<file path="config.mk">
export PLATFORM = sky130hd
export DESIGN_NAME = reg_fifo_bridge
export DESIGN_NICKNAME = d
export VERILOG_FILES = /design/src/rtl/reg_fifo_bridge.sv
export SDC_FILE = /design/constraint.sdc
export NUM_CORES = 1
export LEC_CHECK = 0
export ABC_AREA = 1
export CAP_MARGIN = 0
export CORE_UTILIZATION = 55
export CTS_BUF_LIST = sky130_fd_sc_hd__clkbuf_4
export DETAILED_ROUTE_END_ITERATION = 8
export GPL_TIMING_DRIVEN = 1
export HOLD_SLACK_MARGIN = 0.02
export PLACE_DENSITY = 0.8
export SETUP_SLACK_MARGIN = 0.02
export SKIP_CTS_REPAIR_TIMING = 1
export SYNTH_ARGS = -nofsm -noshare
export SYNTH_HDL_FRONTEND = slang
export SYNTH_SLANG_ARGS = --single-unit
</file>
<file path="constraint.sdc">
create_clock -name clk -period 8.45 [get_ports clk]
set_input_delay 0.845 -clock clk [delete_from_list [all_inputs] [get_ports clk]]
set_output_delay 0.845 -clock clk [all_outputs]
set_load 0.05 [all_outputs]
</file>
<file path="src/rtl/reg_fifo_bridge.sv">
// ---------------------------------------------------------------------------
// reg_fifo_bridge
//
// Purpose:
//   Turns software register writes into a word stream for fabric logic.
//   Software loads a data word into r1, then flips bit 0 of r0. Each flip
//   pushes one word into a FIFO that drains through a valid/ready stream.
//   Flipping bit 1 of r0 empties the FIFO. Status and lifetime push/pop
//   counters are returned on readback registers.
//
// Ports:
//   clk      in   1      system clock (shared with the register block)
//   rst      in   1      synchronous reset, active high
//   r0       in   32     control: [0] push toggle, [1] clear toggle
//   r1       in   32     push data word (low WIDTH bits used)
//   r3       out  32     status: [12:0] count, [16] empty, [17] full,
//                        [18] overflow, [19] push toggle state,
//                        [20] clear toggle state, [27:24] DEPTH_LOG2
//   r4       out  32     total words accepted into the FIFO
//   r5       out  32     total words popped on the stream
//   m_data   out  WIDTH  FIFO head (first-word fall-through)
//   m_valid  out  1      FIFO not empty
//   m_ready  in   1      consumer takes the head when m_valid && m_ready
// ---------------------------------------------------------------------------
module reg_fifo_bridge #(
  parameter int DEPTH_LOG2 = 4,
  parameter int WIDTH      = 32
) (
  input  logic             clk,
  input  logic             rst,
  input  logic [31:0]      r0,
  input  logic [31:0]      r1,
  output logic [31:0]      r3,
  output logic [31:0]      r4,
  output logic [31:0]      r5,
  output logic [WIDTH-1:0] m_data,
  output logic             m_valid,
  input  logic             m_ready
);

  localparam int DEPTH = 1 << DEPTH_LOG2;
  localparam logic [DEPTH_LOG2-1:0] PTR_ONE  = {{(DEPTH_LOG2-1){1'b0}}, 1'b1};
  localparam logic [DEPTH_LOG2:0]   CNT_ONE  = {{DEPTH_LOG2{1'b0}}, 1'b1};
  localparam logic [DEPTH_LOG2:0]   CNT_FULL = {1'b1, {DEPTH_LOG2{1'b0}}};

  logic [WIDTH-1:0]      r_mem [0:DEPTH-1];
  logic [DEPTH_LOG2-1:0] r_wr_ptr;
  logic [DEPTH_LOG2-1:0] r_rd_ptr;
  logic [DEPTH_LOG2:0]   r_count;
  logic                  r_overflow;
  logic                  r_push_q;
  logic                  r_clr_q;
  logic [31:0]           r_push_cnt;
  logic [31:0]           r_pop_cnt;

  logic w_push_req;
  logic w_clr_req;
  logic w_pop;
  logic w_pop_do;
  logic w_full;
  logic w_push_ok;
  logic w_push_refused;
  logic w_unused_bits;

  // A request is a change of the toggle bit relative to its last sampled value,
  // so either polarity of flip produces exactly one event.
  assign w_push_req = r0[0] ^ r_push_q;
  assign w_clr_req  = r0[1] ^ r_clr_q;
  assign w_full     = (r_count == CNT_FULL);
  assign w_pop      = m_valid & m_ready;

  // Clear wins over everything: a pop in the clear cycle is neither advanced
  // nor counted, and a push in that cycle is discarded without flagging overflow.
  assign w_pop_do       = w_pop & ~w_clr_req;
  // A pop in the same cycle frees the slot the push needs, so full+pop accepts.
  assign w_push_ok      = w_push_req & ~w_clr_req & (~w_full | w_pop);
  assign w_push_refused = w_push_req & ~w_clr_req & w_full & ~w_pop;

  // Bits of r0/r1 that carry no function in this block.
  assign w_unused_bits = ^{r0[31:2], r1};

  // Storage has no reset so it can map onto distributed RAM.
  always_ff @(posedge clk) begin
    if (w_push_ok && !rst) begin
      r_mem[r_wr_ptr] <= r1[WIDTH-1:0];
    end
  end

  always_ff @(posedge clk) begin
    // Toggle trackers follow r0 on every edge, reset included, so a level held
    // through reset does not look like a flip on release.
    r_push_q <= r0[0];
    r_clr_q  <= r0[1];
    if (rst) begin
      r_wr_ptr   <= '0;
      r_rd_ptr   <= '0;
      r_count    <= '0;
      r_overflow <= 1'b0;
      r_push_cnt <= '0;
      r_pop_cnt  <= '0;
    end else if (w_clr_req) begin
      r_wr_ptr   <= '0;
      r_rd_ptr   <= '0;
      r_count    <= '0;
      r_overflow <= 1'b0;
    end else begin
      if (w_pop_do) begin
        r_rd_ptr  <= r_rd_ptr + PTR_ONE;
        r_pop_cnt <= r_pop_cnt + 32'd1;
      end
      if (w_push_ok) begin
        r_wr_ptr   <= r_wr_ptr + PTR_ONE;
        r_push_cnt <= r_push_cnt + 32'd1;
      end
      if (w_push_refused) begin
        r_overflow <= 1'b1;
      end
      case ({w_push_ok, w_pop_do})
        2'b10:   r_count <= r_count + CNT_ONE;
        2'b01:   r_count <= r_count - CNT_ONE;
        default: r_count <= r_count;
      endcase
    end
  end

  assign m_valid = (r_count != '0);
  assign m_data  = r_mem[r_rd_ptr];

  assign r3 = {4'b0000, 4'(DEPTH_LOG2), 3'b000,
               r_clr_q, r_push_q, r_overflow, w_full, ~m_valid,
               3'b000, 13'(r_count)};
  assign r4 = r_push_cnt;
  assign r5 = r_pop_cnt;

endmodule

</file>
Word level (Yosys, flattened, before mapping):

Memories as Yosys holds them, arrays and structs flattened. A register that Yosys moved wholly into a read port is not among the register bits.
Cells that the tools add are included.

* output and inout port bits: 129
* memories kept: 1
* bits in registers: 80
* RAM bits: 512
* input port bits: 67
* logic and storage cells: 43

Memories
* r_mem: depth 16, width 32, read ports 1, clocked after Yosys merged registers in 1, wr ports 1, RTL line 46 `logic [WIDTH-1:0] r_mem [0:DEPTH-1];`

* muxes and demuxes: 5
* reductions and logical operators: 7
* $add $sub $neg: 6
* equal/unequal tests: 3
* bitwise logic cells: 13

Operators with widths (number)
* $add A32 B1 Y32 const B: 2
* $pmux W5 S2: 1
* $add A4 B1 Y4 const B: 2
* $mux W4: 2
* $and A1 B1 Y1: 6
* $add A5 B1 Y5 const B: 1
* $eq A5 B5 Y1 const B: 1
* $reduce_bool A5 Y1: 1
* $sub A5 B1 Y5 const B: 1
* $not A1 Y1: 4
* $reduce_and A2 Y1: 2
* $eq A2 B1 Y1 const B: 1
* $eq A2 B2 Y1 const B: 1
* $mux W1: 2
* $reduce_bool A2 Y1: 1
* $reduce_or A2 Y1: 1
* $xor A1 B1 Y1: 2
* $logic_and A1 B1 Y1: 1
* $logic_not A1 Y1: 1
* $or A1 B1 Y1: 1

Longest topological paths before layout:

* depth after elaboration: 7
* gate-level depth with buffers: 16
* mapped depth without buffers: 15

Worst setup path after synthesis:

Ideal clock, no wire load.

* path type: input -> register
* from: in r0[1]
* to: mem r_mem[0][0], enable pin
* data required time: 8.029 ns
* arrival time: 2.951 ns
* path slack: 5.078 ns
* library setup time: 0.421 ns
* stages on the path: 6
* path buffers: 1
* path through: xnor2_1 -> nand2_1 -> nor2_2 -> buf_2 -> nand2_1 -> nor2_1

* cells in the longest elaborated chain, start to end: 7

RTL lines
* start: declaration: RTL line 31 `input logic [31:0] r0,`
* $xor A1 B1 Y1: RTL line 68 `assign w_clr_req = r0[1] ^ r_clr_q;`
* $not A1 Y1 (no line)
* $and A1 B1 Y1 (2 in series): RTL line 76 `assign w_push_ok = w_push_req & ~w_clr_req & (~w_full | w_pop);`
* $logic_and A1 B1 Y1: RTL line 84 `if (w_push_ok && !rst) begin`
* $mux W1: RTL line 84
* $mux W1 (implied by the code): RTL line 85 `r_mem[r_wr_ptr] <= r1[WIDTH-1:0];`
* end: declaration: RTL line 46

No other way between the ends.

==> reports/metrics.cfg <==
[setup_path]
timing.rr.start=r_count[0]$_SDFFE_PP0P_
r2r_slack_ns=5.33
crit_required_ns=7.61
r2r_end=r_mem[2][5]$_DFFE_PP_
crit_arrival_ns=4.93
crit_path_end_kind=primary output
path_class=flip-flop to primary output
reg2reg_depth=8
crit_path_start_kind=flip-flop
crit_fanout=143

[die]
initial_core_util_pct=55.8
dieHeight_um=214
num_rows=77
dieWidth_um=214
die-area_sq_mm=0.0458
boundaryPins=196
coreArea_sq_mm=0.0443

[logic_synthesis]
synthCells=2203
synth_warnings=0
avgSynthCellArea_sq_um=11.2
yosysSeqAreaShare_pct=69.0
ys_types=33
synth_edf_count=512
synthArstFlopShare_pct=0
ys_ff_latch=596
yosys_most_used_dff=edfxtp_1
synth_area_sq_mm=0.0247

[global_routing]
busiest_layer=met2
grt_use_met2_pct=42.5
grt_usage_pct=25.9
grt_pass1_wl_mm=92.0
use_met1_pct=32.8
grt_max_degree=144
grt_overflow=0
grt_antenna_before_repair=3
grt_pass1_vias=17536
grtUsageMet3_pct=6.13

[detailed_routing]
viasPerCell=5.75
first_pass_iters=5
ant_nets=0
wl_per_cell_um=19.2
totalWireLength_mm=59.7
drt_iter0_markers=1777
vias=17879
route.detailed.drc=0

[run]
drv_cap=0

[clock_tree]
cts_buffers=148
cts_root_buf=clkbuf_4
clkSinkCount=596
clk-insertion-delay-late_ns=0.94
cts_tree=yes
clockBufferDepth=3
htreeDepth=4
clk_pin_slew_worst_paths_ns=0.06

[placed_design]
dp_worst_setup_slack_ns=3.59
gp_congestion=0.875
place_hpwl_mm=30.5
port_buffers=143

[worst_hold_path]
min_path_cells=2
min_from=r_rd_ptr[2]$_SDFFE_PP0P_
holdCritPathClass=flip-flop to flip-flop

[timing]
slew_viol_final=0
period_share_pct=68.3
fmax_ghz=0.173
hold_violations=0
fin_crit_ns=5.77
setup_viol=0
relSlewSlack_pct=26.4
layout_setup_ws_ns=2.68
worst_pin_slew_ns=1.10
finClkSkew_ns=0.0570
rsz0062_at_grt=no
setup_tns_ns=0

[power_and_ir_drop]
powerDensity_mw_per_mm2=209
p_total_w=0.00596
peakVddDrop_v=0.000137
p_leak_nw=9.60

[finish]
final.fill_count=3216
synthToLayoutAreaGrowth_pct=15.4
final_common_cell=edfxtp_1
drive_gt1_share_pct=11.3
final_cell_mix=edfxtp_1 (512), nor2_1 (447), o21ai_0 (263)
nets=2477

[outcome]
status=finished clean

[worst max-delay path, stage by stage (launching register included)]
cell,delay [ns]
dfxtp_4,0.61
inv_6,0.87
buf_4,0.90
nor2_1,0.07
nor2_1,0.13
o21ai_0,0.13
o211ai_1,0.14
nand3_1,0.09
nand2_1,0.15
clkdlybuf4s50_1,0.82
[per-layer routing]
| layer | routed length (um) | part of all wire [%] |
|---|---|---|
| met5 | 14 | 0.023 |
| met4 | 1320 | 2.2 |
| met3 | 5780 | 9.7 |
| met2 | 29500 | 49 |
| met1 | 23100 | 39 |
[report_power, final]
part / switching [W] / total, W / internal (W)
combinational: 0.000213 / 0.000289 / 0.0000764
sequential: 0.0000118 / 0.00321 / 0.00320
clock: 0.00113 / 0.00246 / 0.00132
[cell families (layout without fill, tap and decap cells)]
family	count (synthesis)	after routing	synth area share, %
AOI/OAI and AO/OA	495	495	11.6
other	2	27	0.0304
and+or+nand+nor	825	825	13.5
buffers and inverters	259	548	4.82
xor gates and xnor gates	15	15	0.531
DFF	596	596	69.0
adders and majority gates	11	11	0.557
[flip-flops by register name (all words and copies together) (netlist names), named ones only]
signal and flops:
r4 32, r_count 5, r_wr_ptr 4, r_rd_ptr 4, r5 32, r_overflow 1, r_push_q 1, r_mem 512
r_clr_q 1
[cells in the mapped netlist (6+ instances only)]
cell type	instances	area share, %
a21oi_1	62	1.3
buf_1	11	0.17
buf_2	35	0.71
buf_4	33	1.0
buf_6	7	0.32
clkbuf_1	60	0.91
dfxtp_1	84	6.8
edfxtp_1	512	62
ha_1	11	0.56
inv_1	110	1.7
nand2_1	212	3.2
nand3_1	107	2.2
nand4_1	17	0.43
nor2_1	463	7.0
nor2_2	6	0.15
nor3_1	10	0.20
o211ai_1	89	2.7
o21ai_0	263	5.3
o21ai_1	35	0.71
o221ai_1	39	1.4
xnor2_1	7	0.25
xor2_1	8	0.28
[through the flow]
stage	cell area (sq um)	cells	util, %	hold slack, ns
5_1_grt	28500	3109	64.4	0.425
3_3_place_gp	26600	2841	59.9	0.455
6_report	28500	3109	64.4	0.470
2_1_floorplan	24800	2223	-	0.438
3_5_place_dp	26600	2841	59.9	0.461
4_1_cts	28500	3104	64.3	0.407
[final cells by class]
cell class	instances	area, sq um	share of cell area [%]
Sequential cell	596	17100	59.8
Clock inverter	55	389	1.36
Antenna cell	5	12.5	0.0439
Multi-Input combinational cell	1368	6680	23.4
Timing Repair Buffer	172	1650	5.78
Clock buffer	208	1560	5.47
Inverter	113	429	1.50
Tap cell	592	741	2.60
[worst max-delay path by stage]
stage | startpoint | end | slack, ns | cells past startpoint
final | flip-flop | m_data[2] | 2.68 | 9
after global routing | flip-flop | m_data[0] | 2.28 | 9
after CTS | flip-flop | m_data[1] | 2.61 | 9
after detailed placement | flip-flop | m_data[0] | 3.59 | 9
after global placement | flip-flop | m_data[0] | 3.68 | 9
after floorplan | r0[1] | r_mem[0][0]$_DFFE_PP_ | 5.08 | 6
Power figures use the tool's default switching activity.
